===== src/rtl/fetch_unit_if.sv =====
// Instruction-memory request/response bus between the fetch stage and imem.
// req/addr/gnt form the request handshake; rvalid/rdata carry the in-order reply.
interface fetch_unit_if;
    logic        imem_req;
    logic [31:0] imem_addr;
    logic        imem_gnt;
    logic        imem_rvalid;
    logic [31:0] imem_rdata;

    modport master (
        output imem_req,
        output imem_addr,
        input  imem_gnt,
        input  imem_rvalid,
        input  imem_rdata
    );

    modport slave (
        input  imem_req,
        input  imem_addr,
        output imem_gnt,
        output imem_rvalid,
        output imem_rdata
    );
endinterface


===== src/rtl/fetch_unit.sv =====
// Instruction fetch stage: owns the PC, keeps at most one imem request in
// flight, buffers returned words in a small FIFO and hands one instruction per
// cycle to decode. Emits NOP bubbles on stall, empty buffer and redirect.
module fetch_unit #(
    parameter logic [31:0] RESET_PC   = 32'h0000_0000,
    parameter int          FIFO_DEPTH = 2
) (
    input  logic              clk,
    input  logic              rst,
    input  logic              pc_sel_i,
    input  logic [31:0]       alu_target_i,
    input  logic              stall_i,
    fetch_unit_if.master      imem_if,
    output logic [31:0]       inst_o,
    output logic              inst_valid_o,
    output logic [31:0]       pc_o
);

    localparam int PTR_W = $clog2(FIFO_DEPTH);
    localparam int CNT_W = PTR_W + 1;
    localparam logic [CNT_W-1:0] DEPTH_C = CNT_W'(FIFO_DEPTH);

    typedef enum logic [1:0] {
        S_IDLE,
        S_REQ,
        S_WAIT,
        S_DRAIN
    } state_t;

    state_t           state_q, state_d;
    logic [31:0]      fetch_pc_q, fetch_pc_d;
    logic [31:0]      req_pc_q, req_pc_d;
    logic [PTR_W-1:0] wr_ptr_q, rd_ptr_q;
    logic [CNT_W-1:0] count_q;
    logic [31:0]      fifo_inst_q [FIFO_DEPTH];
    logic [31:0]      fifo_pc_q   [FIFO_DEPTH];

    logic fifo_empty;
    logic req;
    logic gnt_acc;
    logic push;
    logic pop;

    // Request gating, handshake qualification and the NOP-or-head output mux.
    always_comb begin
        fifo_empty   = (count_q == '0);
        // Outstanding is implied by S_WAIT/S_DRAIN, so in S_REQ only the FIFO occupancy gates.
        req          = (state_q == S_REQ) && (count_q < DEPTH_C);
        gnt_acc      = req && imem_if.imem_gnt;
        // Words only enter the FIFO on the edge after rvalid, so there is no rdata bypass.
        push         = (state_q == S_WAIT) && imem_if.imem_rvalid && !pc_sel_i;
        inst_valid_o = !fifo_empty && !stall_i && !pc_sel_i;
        pop          = inst_valid_o;
        inst_o       = inst_valid_o ? fifo_inst_q[rd_ptr_q] : 32'h0000_0000;
        pc_o         = inst_valid_o ? fifo_pc_q[rd_ptr_q]   : 32'h0000_0000;
    end

    assign imem_if.imem_req  = req;
    assign imem_if.imem_addr = fetch_pc_q;

    // Next-state logic for the fetch FSM and PC; redirect overrides everything.
    always_comb begin
        state_d    = state_q;
        fetch_pc_d = fetch_pc_q;
        req_pc_d   = req_pc_q;
        case (state_q)
            S_IDLE:  state_d = S_REQ;
            S_REQ: begin
                if (gnt_acc) begin
                    state_d    = S_WAIT;
                    req_pc_d   = fetch_pc_q;
                    fetch_pc_d = fetch_pc_q + 32'd4;
                end
            end
            S_WAIT:  if (imem_if.imem_rvalid) state_d = S_REQ;
            S_DRAIN: if (imem_if.imem_rvalid) state_d = S_REQ;
            default: state_d = S_IDLE;
        endcase
        if (pc_sel_i) begin
            fetch_pc_d = {alu_target_i[31:2], 2'b00};
            // A reply still owed (or just granted) must be swallowed before refetching.
            if (gnt_acc ||
                (((state_q == S_WAIT) || (state_q == S_DRAIN)) && !imem_if.imem_rvalid)) begin
                state_d = S_DRAIN;
            end else begin
                state_d = S_REQ;
            end
        end
    end

    // FSM state and PC registers.
    always_ff @(posedge clk or posedge rst) begin
        if (rst) begin
            state_q    <= S_IDLE;
            fetch_pc_q <= RESET_PC;
            req_pc_q   <= RESET_PC;
        end else begin
            state_q    <= state_d;
            fetch_pc_q <= fetch_pc_d;
            req_pc_q   <= req_pc_d;
        end
    end

    // FIFO pointers and occupancy; a redirect flushes the buffer.
    always_ff @(posedge clk or posedge rst) begin
        if (rst) begin
            wr_ptr_q <= '0;
            rd_ptr_q <= '0;
            count_q  <= '0;
        end else if (pc_sel_i) begin
            wr_ptr_q <= '0;
            rd_ptr_q <= '0;
            count_q  <= '0;
        end else begin
            if (push) wr_ptr_q <= wr_ptr_q + PTR_W'(1);
            if (pop)  rd_ptr_q <= rd_ptr_q + PTR_W'(1);
            case ({push, pop})
                2'b10:   count_q <= count_q + CNT_W'(1);
                2'b01:   count_q <= count_q - CNT_W'(1);
                default: count_q <= count_q;
            endcase
        end
    end

    // FIFO storage; contents are only meaningful under the occupancy count.
    always_ff @(posedge clk) begin
        if (push) begin
            fifo_inst_q[wr_ptr_q] <= imem_if.imem_rdata;
            fifo_pc_q[wr_ptr_q]   <= req_pc_q;
        end
    end

endmodule


===== src/flat_wrapper.sv =====
// flat-port wrapper written by rule: the top's interface ports become plain ports
module fetch_unit_flat 
#(
    parameter logic [31:0] RESET_PC   = 32'h0000_0000,
    parameter int          FIFO_DEPTH = 2
)
  (clk, rst, pc_sel_i, alu_target_i, stall_i, inst_o, inst_valid_o, pc_o, imem_if_imem_req, imem_if_imem_addr, imem_if_imem_gnt, imem_if_imem_rvalid, imem_if_imem_rdata);
  fetch_unit_if imem_if_i ();
  input  logic clk;
  input  logic rst;
  input  logic pc_sel_i;
  input  logic [31:0] alu_target_i;
  input  logic stall_i;
  output logic [31:0] inst_o;
  output logic inst_valid_o;
  output logic [31:0] pc_o;
  output wire logic [$bits(imem_if_i.imem_req)-1:0] imem_if_imem_req;
  output wire logic [$bits(imem_if_i.imem_addr)-1:0] imem_if_imem_addr;
  input wire logic [$bits(imem_if_i.imem_gnt)-1:0] imem_if_imem_gnt;
  input wire logic [$bits(imem_if_i.imem_rvalid)-1:0] imem_if_imem_rvalid;
  input wire logic [$bits(imem_if_i.imem_rdata)-1:0] imem_if_imem_rdata;
  assign imem_if_imem_req = imem_if_i.imem_req;
  assign imem_if_imem_addr = imem_if_i.imem_addr;
  assign imem_if_i.imem_gnt = imem_if_imem_gnt;
  assign imem_if_i.imem_rvalid = imem_if_imem_rvalid;
  assign imem_if_i.imem_rdata = imem_if_imem_rdata;
  fetch_unit #(.RESET_PC(RESET_PC), .FIFO_DEPTH(FIFO_DEPTH)) u_core (.clk(clk), .rst(rst), .pc_sel_i(pc_sel_i), .alu_target_i(alu_target_i), .stall_i(stall_i), .imem_if(imem_if_i), .inst_o(inst_o), .inst_valid_o(inst_valid_o), .pc_o(pc_o));
endmodule

===== config.mk =====
export PLATFORM = sky130hd
export DESIGN_NAME = fetch_unit_flat
export DESIGN_NICKNAME = d
export VERILOG_FILES = /design/src/rtl/fetch_unit_if.sv /design/src/rtl/fetch_unit.sv /design/src/flat_wrapper.sv
export SDC_FILE = /design/constraint.sdc
export NUM_CORES = 1
export LEC_CHECK = 0
export CAP_MARGIN = 20
export CORE_UTILIZATION = 45
export CTS_CLUSTER_DIAMETER = 50
export DETAILED_ROUTE_END_ITERATION = 10
export DONT_BUFFER_PORTS = 1
export GPL_TIMING_DRIVEN = 0
export PLACE_DENSITY_LB_ADDON = 0.12
export SYNTH_ARGS = -nofsm -noshare
export SYNTH_HDL_FRONTEND = slang
export SYNTH_SLANG_ARGS = --single-unit

===== constraint.sdc =====
create_clock -name clk -period 6.6 [get_ports clk]
set_input_delay 1.98 -clock clk [delete_from_list [all_inputs] [get_ports clk]]
set_output_delay 1.98 -clock clk [all_outputs]
set_load 0.01 [all_outputs]

==> results of run 1 <==
cells by family (layout without fill, tap and decap cells):
| logic type | count (synthesis) | in the layout | share of synthesized area (%) |
|---|---|---|---|
| compound gates | 58 | 58 | 4.71 |
| xor+xnor | 11 | 11 | 1.21 |
| fa+ha+maj | 1 | 1 | 0.158 |
| buf+inv | 46 | 85 | 2.73 |
| flops | 190 | 190 | 67.7 |
| mux | 63 | 63 | 7.94 |
| other cells | 1 | 4 | 0.0472 |
| simple gates | 261 | 261 | 15.5 |
final timing paths:
check	startpoint	end	slack (ns)	cells past startpoint
setup / recovery	pc_sel_i	inst_o[26]	0.99	6
hold / removal	u_core.req_pc_q[7]	u_core.fifo_pc_q[1][7]	0.48	0
setup reg to reg	u_core.state_q[0]	u_core.fifo_pc_q[1][23]	4.18	4
hold reg to reg	u_core.req_pc_q[7]	u_core.fifo_pc_q[1][7]	0.48	0
max in group asynchronous	rst	u_core.req_pc_q[10]	4.43	2
min in group asynchronous	rst	u_core.imem_if.imem_addr[29]	1.54	1
per-stage QoR:
step / hold WS [ns] / setup slack [ns] / std cells
after floorplan: 0.442 / 1.16 / 634
after global placement: 0.455 / -0.341 / 859
after detailed placement: 0.461 / 0.932 / 866
after CTS: 0.477 / 0.926 / 898
after global routing: 0.488 / 0.830 / 898
final: 0.476 / 0.989 / 898
routing by layer:
metal | part of all wire (%) | track usage (%) | vias up
li1 | - | - | 2335
met1 | 44 | 24.7 | 2366
met2 | 46 | 29.2 | 163
met3 | 8.1 | 6.16 | 18
met4 | 1.5 | 6.99 | 0
met5 | 0 | 0 | -
Yosys cell counts, types with 7 or more instances:
| master | n | area share, % |
|---|---|---|
| mux2i_1 | 63 | 7.9 |
| o31ai_1 | 15 | 1.4 |
| dfrtp_1 | 66 | 21 |
| edfxtp_1 | 124 | 47 |
| and4_1 | 7 | 0.77 |
| a31oi_1 | 16 | 1.3 |
| nand3_1 | 14 | 0.88 |
| o21ai_0 | 16 | 1.0 |
| clkbuf_1 | 21 | 0.99 |
| buf_1 | 7 | 0.33 |
| nand2_1 | 110 | 5.2 |
| xor2_1 | 8 | 0.88 |
| or4_1 | 18 | 1.7 |
| nor2_1 | 83 | 3.9 |
worst max-delay path, delay by kind of cell:
| kind | cells | cell delay (ns) |
|---|---|---|
| buffers and inverters | 4 | 1.38 |
| and+or+nand+nor | 2 | 0.26 |
final cells by class:
| type | instances | area share [%] |
|---|---|---|
| Buffer | 40 | 2.16 |
| Multi-Input combinational cell | 398 | 26.5 |
| Inverter | 6 | 0.250 |
| Clock inverter | 12 | 1.77 |
| Tap cell | 225 | 3.13 |
| Timing Repair Buffer | 7 | 1.64 |
| Clock buffer | 20 | 4.85 |
| Sequential cell | 190 | 59.7 |
power by group through the flow:
| stage | clock network [W] | registers [W] | logic [W] |
|---|---|---|---|
| after CTS | 0.00105 | 0.00148 | 0.000183 |
| after global placement | 0 | 0.00150 | 0.000172 |
| after floorplan | 0 | 0.00147 | 0.000142 |
| after detailed placement | 0 | 0.00151 | 0.000181 |
| final | 0.00103 | 0.00149 | 0.000180 |
| after global routing | 0.00110 | 0.00150 | 0.000208 |
registers in the layout, indices dropped and copies added, names as in the netlist:
register	cells
u_core.count_q	2
u_core.fifo_pc_q	60
u_core.rd_ptr_q	1
u_core.wr_ptr_q	1
u_core.imem_if.imem_addr	30
u_core.req_pc_q	30
u_core.fifo_inst_q	64
u_core.state_q	2
placed cells by master, fill, tap and decap left out, types with 3 or more instances in the layout:
master,Yosys,layout
conb_1,1,4
nand3_1,14,14
nor2_1,83,83
clkbuf_16,0,17
or4_1,18,18
dfrtp_1,66,66
buf_16,0,3
inv_6,0,3
and4_1,7,7
buf_4,5,5
buf_1,7,7
o31ai_1,15,15
and2_1,3,3
clkbuf_1,21,24
o21ai_0,16,16
edfxtp_1,124,124
nand2_1,110,110
buf_2,4,4
buf_8,1,4
a31oi_1,16,16
xnor2_1,3,3
bufinv_16,0,3
inv_1,6,5
o211ai_1,4,4
xor2_1,8,8
mux2i_1,63,63
nand4_1,6,6
==> run_results.csv, run 1 <==
group,metric,value,unit
outcome,outcome,"completed",
route,wl,16400,µm
synthesis,netlist_area,7940,µm²
critical_path,cp_common_cell,"clkbuf_1",
power,p_leak,3.18,nW
synthesis,yosysSeqAreaShare,67.7,%
power,power_density,299,nW/µm²
global_route,grt_use_total,18.8,%
timing,finalSetupTns,0,ns
cts,cts_tree,"yes",
global_route,grt_first_pass_wirelength,25800,µm
route,wl_per_cell,18.3,µm
route,first_pass_iters,6,
timing,max_slew_margin,38.3,%
synthesis,synth_edf_count,124,
timing,finalCritPeriodShare,85.0,%
critical_path,crit_path_max_fanout,10,
placed_design,place_congestion,0.862,
placed_design,dp_hpwl,12000,µm
timing,finalHoldViolCount,0,
global_route,gr-total-overflow,0,
cts,root_buffer,"clkbuf_16",
route,viasPerCell,5.44,
cells_and_area,synthToLayoutAreaGrowth,13.3,%
critical_path,critical_path_required,4.62,ns
floorplan,die_y,135,µm
timing,setup_viol,0,
critical_path,cp-end-kind,"primary output",
critical_path,cp.arrival,3.63,ns
synthesis,ys_types,45,
synthesis,synth.avg_cell_area,12.6,µm²
floorplan,die_w,135,µm
floorplan,start_util,46.1,%
cells_and_area,final_nets,731,
cts,cts.sinks,190,
cells_and_area,utilization,52.2,%
cts,worstSkewPairLatency,0.42,ns
synthesis,syn_inst,631,
critical_path,crit_path_max_incr_delay,0.51,ns
synthesis,ys_seq_elements,190,
cts,htree_levels,4,
power,combPwrFrac,6.7,%
power,design_power_total,0.00269,W
critical_path,cp_cell_sequence,"clkbuf_1 -> inv_1 -> nand2b_1 -> clkbuf_1 -> clkbuf_1 -> nor2_1",
global_route,grt_max_degree,37,
timing,grt_setup_unrepaired,"false",
job,maxCapViolCount,0,
cts,ctsResizeCount,0,
global_route,first_global_vias,4790,
floorplan,ios,168,
timing,worst_slew_pin_slew,0.923,ns
min_path,hold_path_class,"reg -> reg",
synthesis,synth_ff_type,"edfxtp_1",
placed_design,placed_cell_area,8400,µm²
route,drc_errors,0,
cells_and_area,drive_gt1_share,8.62,%
cts,clockBufferDepth,2,
power,power.switching,0.000638,W
floorplan,die_area,18200,µm²
critical_path,slowest_stage,"clkbuf_1",
critical_path,critPathKind,"in -> out",
power,p_seq_share,55.1,%
power,ir_worst_vdd,0.185,mV
cells_and_area,regArea,5380,µm²
cells_and_area,insertedDiodeCount,0,
route,ant_nets,0,
cells_and_area,final_cell_area,9000,µm²
synthesis,async_flop_share,34.7,%
synthesis,synth_warnings,0,
timing,skew,0.00597,ns
cts,cts_hold_buf,0,
timing,clock.fmax,178,MHz
route,vias,4882,
floorplan,design.core.area,17200,µm²
timing,maxSlewViolCount,0,
critical_path,startpoint_type,"primary input",
route,drt_iter0_markers,262,
cells_and_area,multiInputGateArea,2380,µm²
floorplan,num_rows,48,
global_route,antenna_found_initial,0,
power,clock_power_share,38.2,%
cts,post_cts_buffers,0,
placed_design,io_buffer_count,0,
power,swShare,23.7,%
power,p_int,0.00206,W
cells_and_area,n_fill_cell,1483,
cts,cts_buffers,17,
timing,period_minus_slack,5.61,ns
cts,cts.clk_slew.worst_paths,0.07,ns
No activity file was read; power rests on OpenSTA's default activity.
==> run 2, diff against run 1 <==
--- a/config.mk
+++ b/config.mk
@@ -6,6 +6,7 @@
 export NUM_CORES = 1
 export LEC_CHECK = 0
 export CAP_MARGIN = 20
+export CORE_MARGIN = 2
 export CORE_UTILIZATION = 45
 export CTS_CLUSTER_DIAMETER = 50
 export DETAILED_ROUTE_END_ITERATION = 10
==> run_results.csv, run 2 (synthesis results as in run 1) <==
group,metric,value,unit
cells_and_area,synthToLayoutAreaGrowth,13.1,%
cells_and_area,layout_common_cells,"edfxtp_1, nand2_1, nor2_1",
route,vias,4830,
cells_and_area,top_regs,"u_core.fifo_inst_q x64, u_core.fifo_pc_q x60",
route,drt_iter0_markers,273,
cts,post_cts_buffers,0,
global_route,grt_max_degree,38,
global_route,grt_first_pass_wirelength,24900,µm
power,ir_worst_vdd,0.192,mV
route,first_pass_iters,4,
floorplan,design.core.area,17300,µm²
cells_and_area,insertedDiodeCount,0,
cts,cts_hold_buf,0,
outcome,outcome,"completed",
floorplan,num_rows,48,
cts,root_buffer,"clkbuf_16",
floorplan,start_util,45.9,%
timing,period_minus_slack,5.52,ns
critical_path,cp_common_cell,"clkbuf_1",
critical_path,cp.buffers_inverters,4,
route,wl,16300,µm
cells_and_area,regMostFlops,"u_core.fifo_inst_q",
cts,cts_tree,"yes",
timing,clock.fmax,181,MHz
floorplan,ios,168,
timing,max_slew_margin,41.0,%
cells_and_area,final_nets,731,
timing,grt_setup_unrepaired,"false",
timing,skew,0.00603,ns
route,viasPerCell,5.38,
timing,worst_slew_pin_slew,0.884,ns
critical_path,critical_path_required,4.62,ns
cells_and_area,largest_reg_flops,64,
job,maxCapViolCount,0,
cts,cts.sinks,190,
global_route,first_global_vias,4690,
timing,finalHoldViolCount,0,
power,power_density,296,nW/µm²
cells_and_area,drive_gt1_share,8.32,%
timing,setup_viol,0,
global_route,gr-total-overflow,0,
floorplan,die_y,137,µm
critical_path,path_delay_family,"buffers and inverters",
route,ant_nets,0,
global_route,antenna_found_initial,0,
min_path,hold_path_class,"reg -> reg",
placed_design,dp_hpwl,11900,µm
cells_and_area,utilization,51.9,%
timing,maxSlewViolCount,0,
critical_path,cp-startpoint,"pc_sel_i",
power,design_power_total,0.00266,W
critical_path,cp-end-kind,"primary output",
critical_path,startpoint_type,"primary input",
critical_path,crit_path_max_fanout,10,
critical_path,critPathKind,"in -> out",
critical_path,worstReg2RegStart,"u_core.state_q[0]",
cts,worstSkewPairLatency,0.42,ns
timing,finalCritPeriodShare,83.6,%
cts,clockBufferDepth,2,
route,wl_per_cell,18.1,µm
critical_path,rrSetupSlack,4.19,ns
critical_path,slowest_stage,"clkbuf_1",
cts,htree_levels,4,
global_route,grt_use_total,17.7,%
timing,whs,0.470,ns
critical_path,crit_path_max_incr_delay,0.43,ns
placed_design,place_congestion,0.849,
cts,ctsResizeCount,0,
power,p_leak,3.16,nW
min_path,hp-start,"u_core.req_pc_q[6]",
cts,cts_buffers,17,
floorplan,die_area,18700,µm²
route,drc_errors,0,
critical_path,cp.arrival,3.54,ns
critical_path,cp_cell_sequence,"clkbuf_1 -> inv_1 -> nand2b_1 -> clkbuf_1 -> clkbuf_1 -> nor2_1",
placed_design,io_buffer_count,0,
floorplan,die_w,137,µm
cells_and_area,final_common_cell,"edfxtp_1",
cts,cts.clk_slew.worst_paths,0.06,ns
==> run 2: metrics by stage <==
stage / std cells / worst slack (ns) / instance area [µm²] / TNS, ns
finish: 898 / 1.08 / 8980 / 0
global route: 898 / 0.861 / 8980 / 0
CTS: 898 / 0.943 / 8980 / 0
detailed placement: 866 / 0.961 / 8390 / 0
global placement: 859 / -0.415 / 8240 / -35.48
floorplan: 634 / 1.16 / 7960 / 0
==> run 2: worst paths after layout <==
| check | cells past startpoint | end |
|---|---|---|
| min reg2reg | 0 | u_core.fifo_pc_q[1][6] |
| min | 0 | u_core.fifo_pc_q[1][6] |
| max in group asynchronous | 2 | u_core.req_pc_q[8] |
| max reg2reg | 4 | u_core.fifo_pc_q[1][24] |
| min in group asynchronous | 1 | u_core.imem_if.imem_addr[29] |
| max | 6 | inst_o[21] |
==> run 2: metal layers <==
| layer | GRT usage [%] | vias up | routed length (µm) |
|---|---|---|---|
| li1 | - | 2343 | - |
| met2 | 27.4 | 177 | 7520 |
| met3 | 5.70 | 22 | 1430 |
| met4 | 6.53 | 0 | 276 |
| met1 | 23.4 | 2288 | 7030 |
| met5 | 0 | - | 0 |
==> run 2: cell type report <==
class | count | area [µm²]
Buffer | 40 | 194
Clock buffer | 22 | 475
Clock inverter | 10 | 113
Fill cell | 1498 | 8320
Inverter | 6 | 22.5
Multi-Input combinational cell | 398 | 2380
Sequential cell | 190 | 5380
Tap cell | 225 | 282
Timing Repair Buffer | 7 | 135
==> run 2: power by group <==
group          internal, W  switching [W]
clock network     0.000588       0.000407
logic            0.0000678       0.000111
registers          0.00139      0.0000975
total              0.00204       0.000616
==> run 2: worst register-to-register path: cells and delay by family, from the launching register on <==
family        cells  cell delay, ns
simple gates      2            1.24
buf+inv           2            0.45
flops             1            0.42
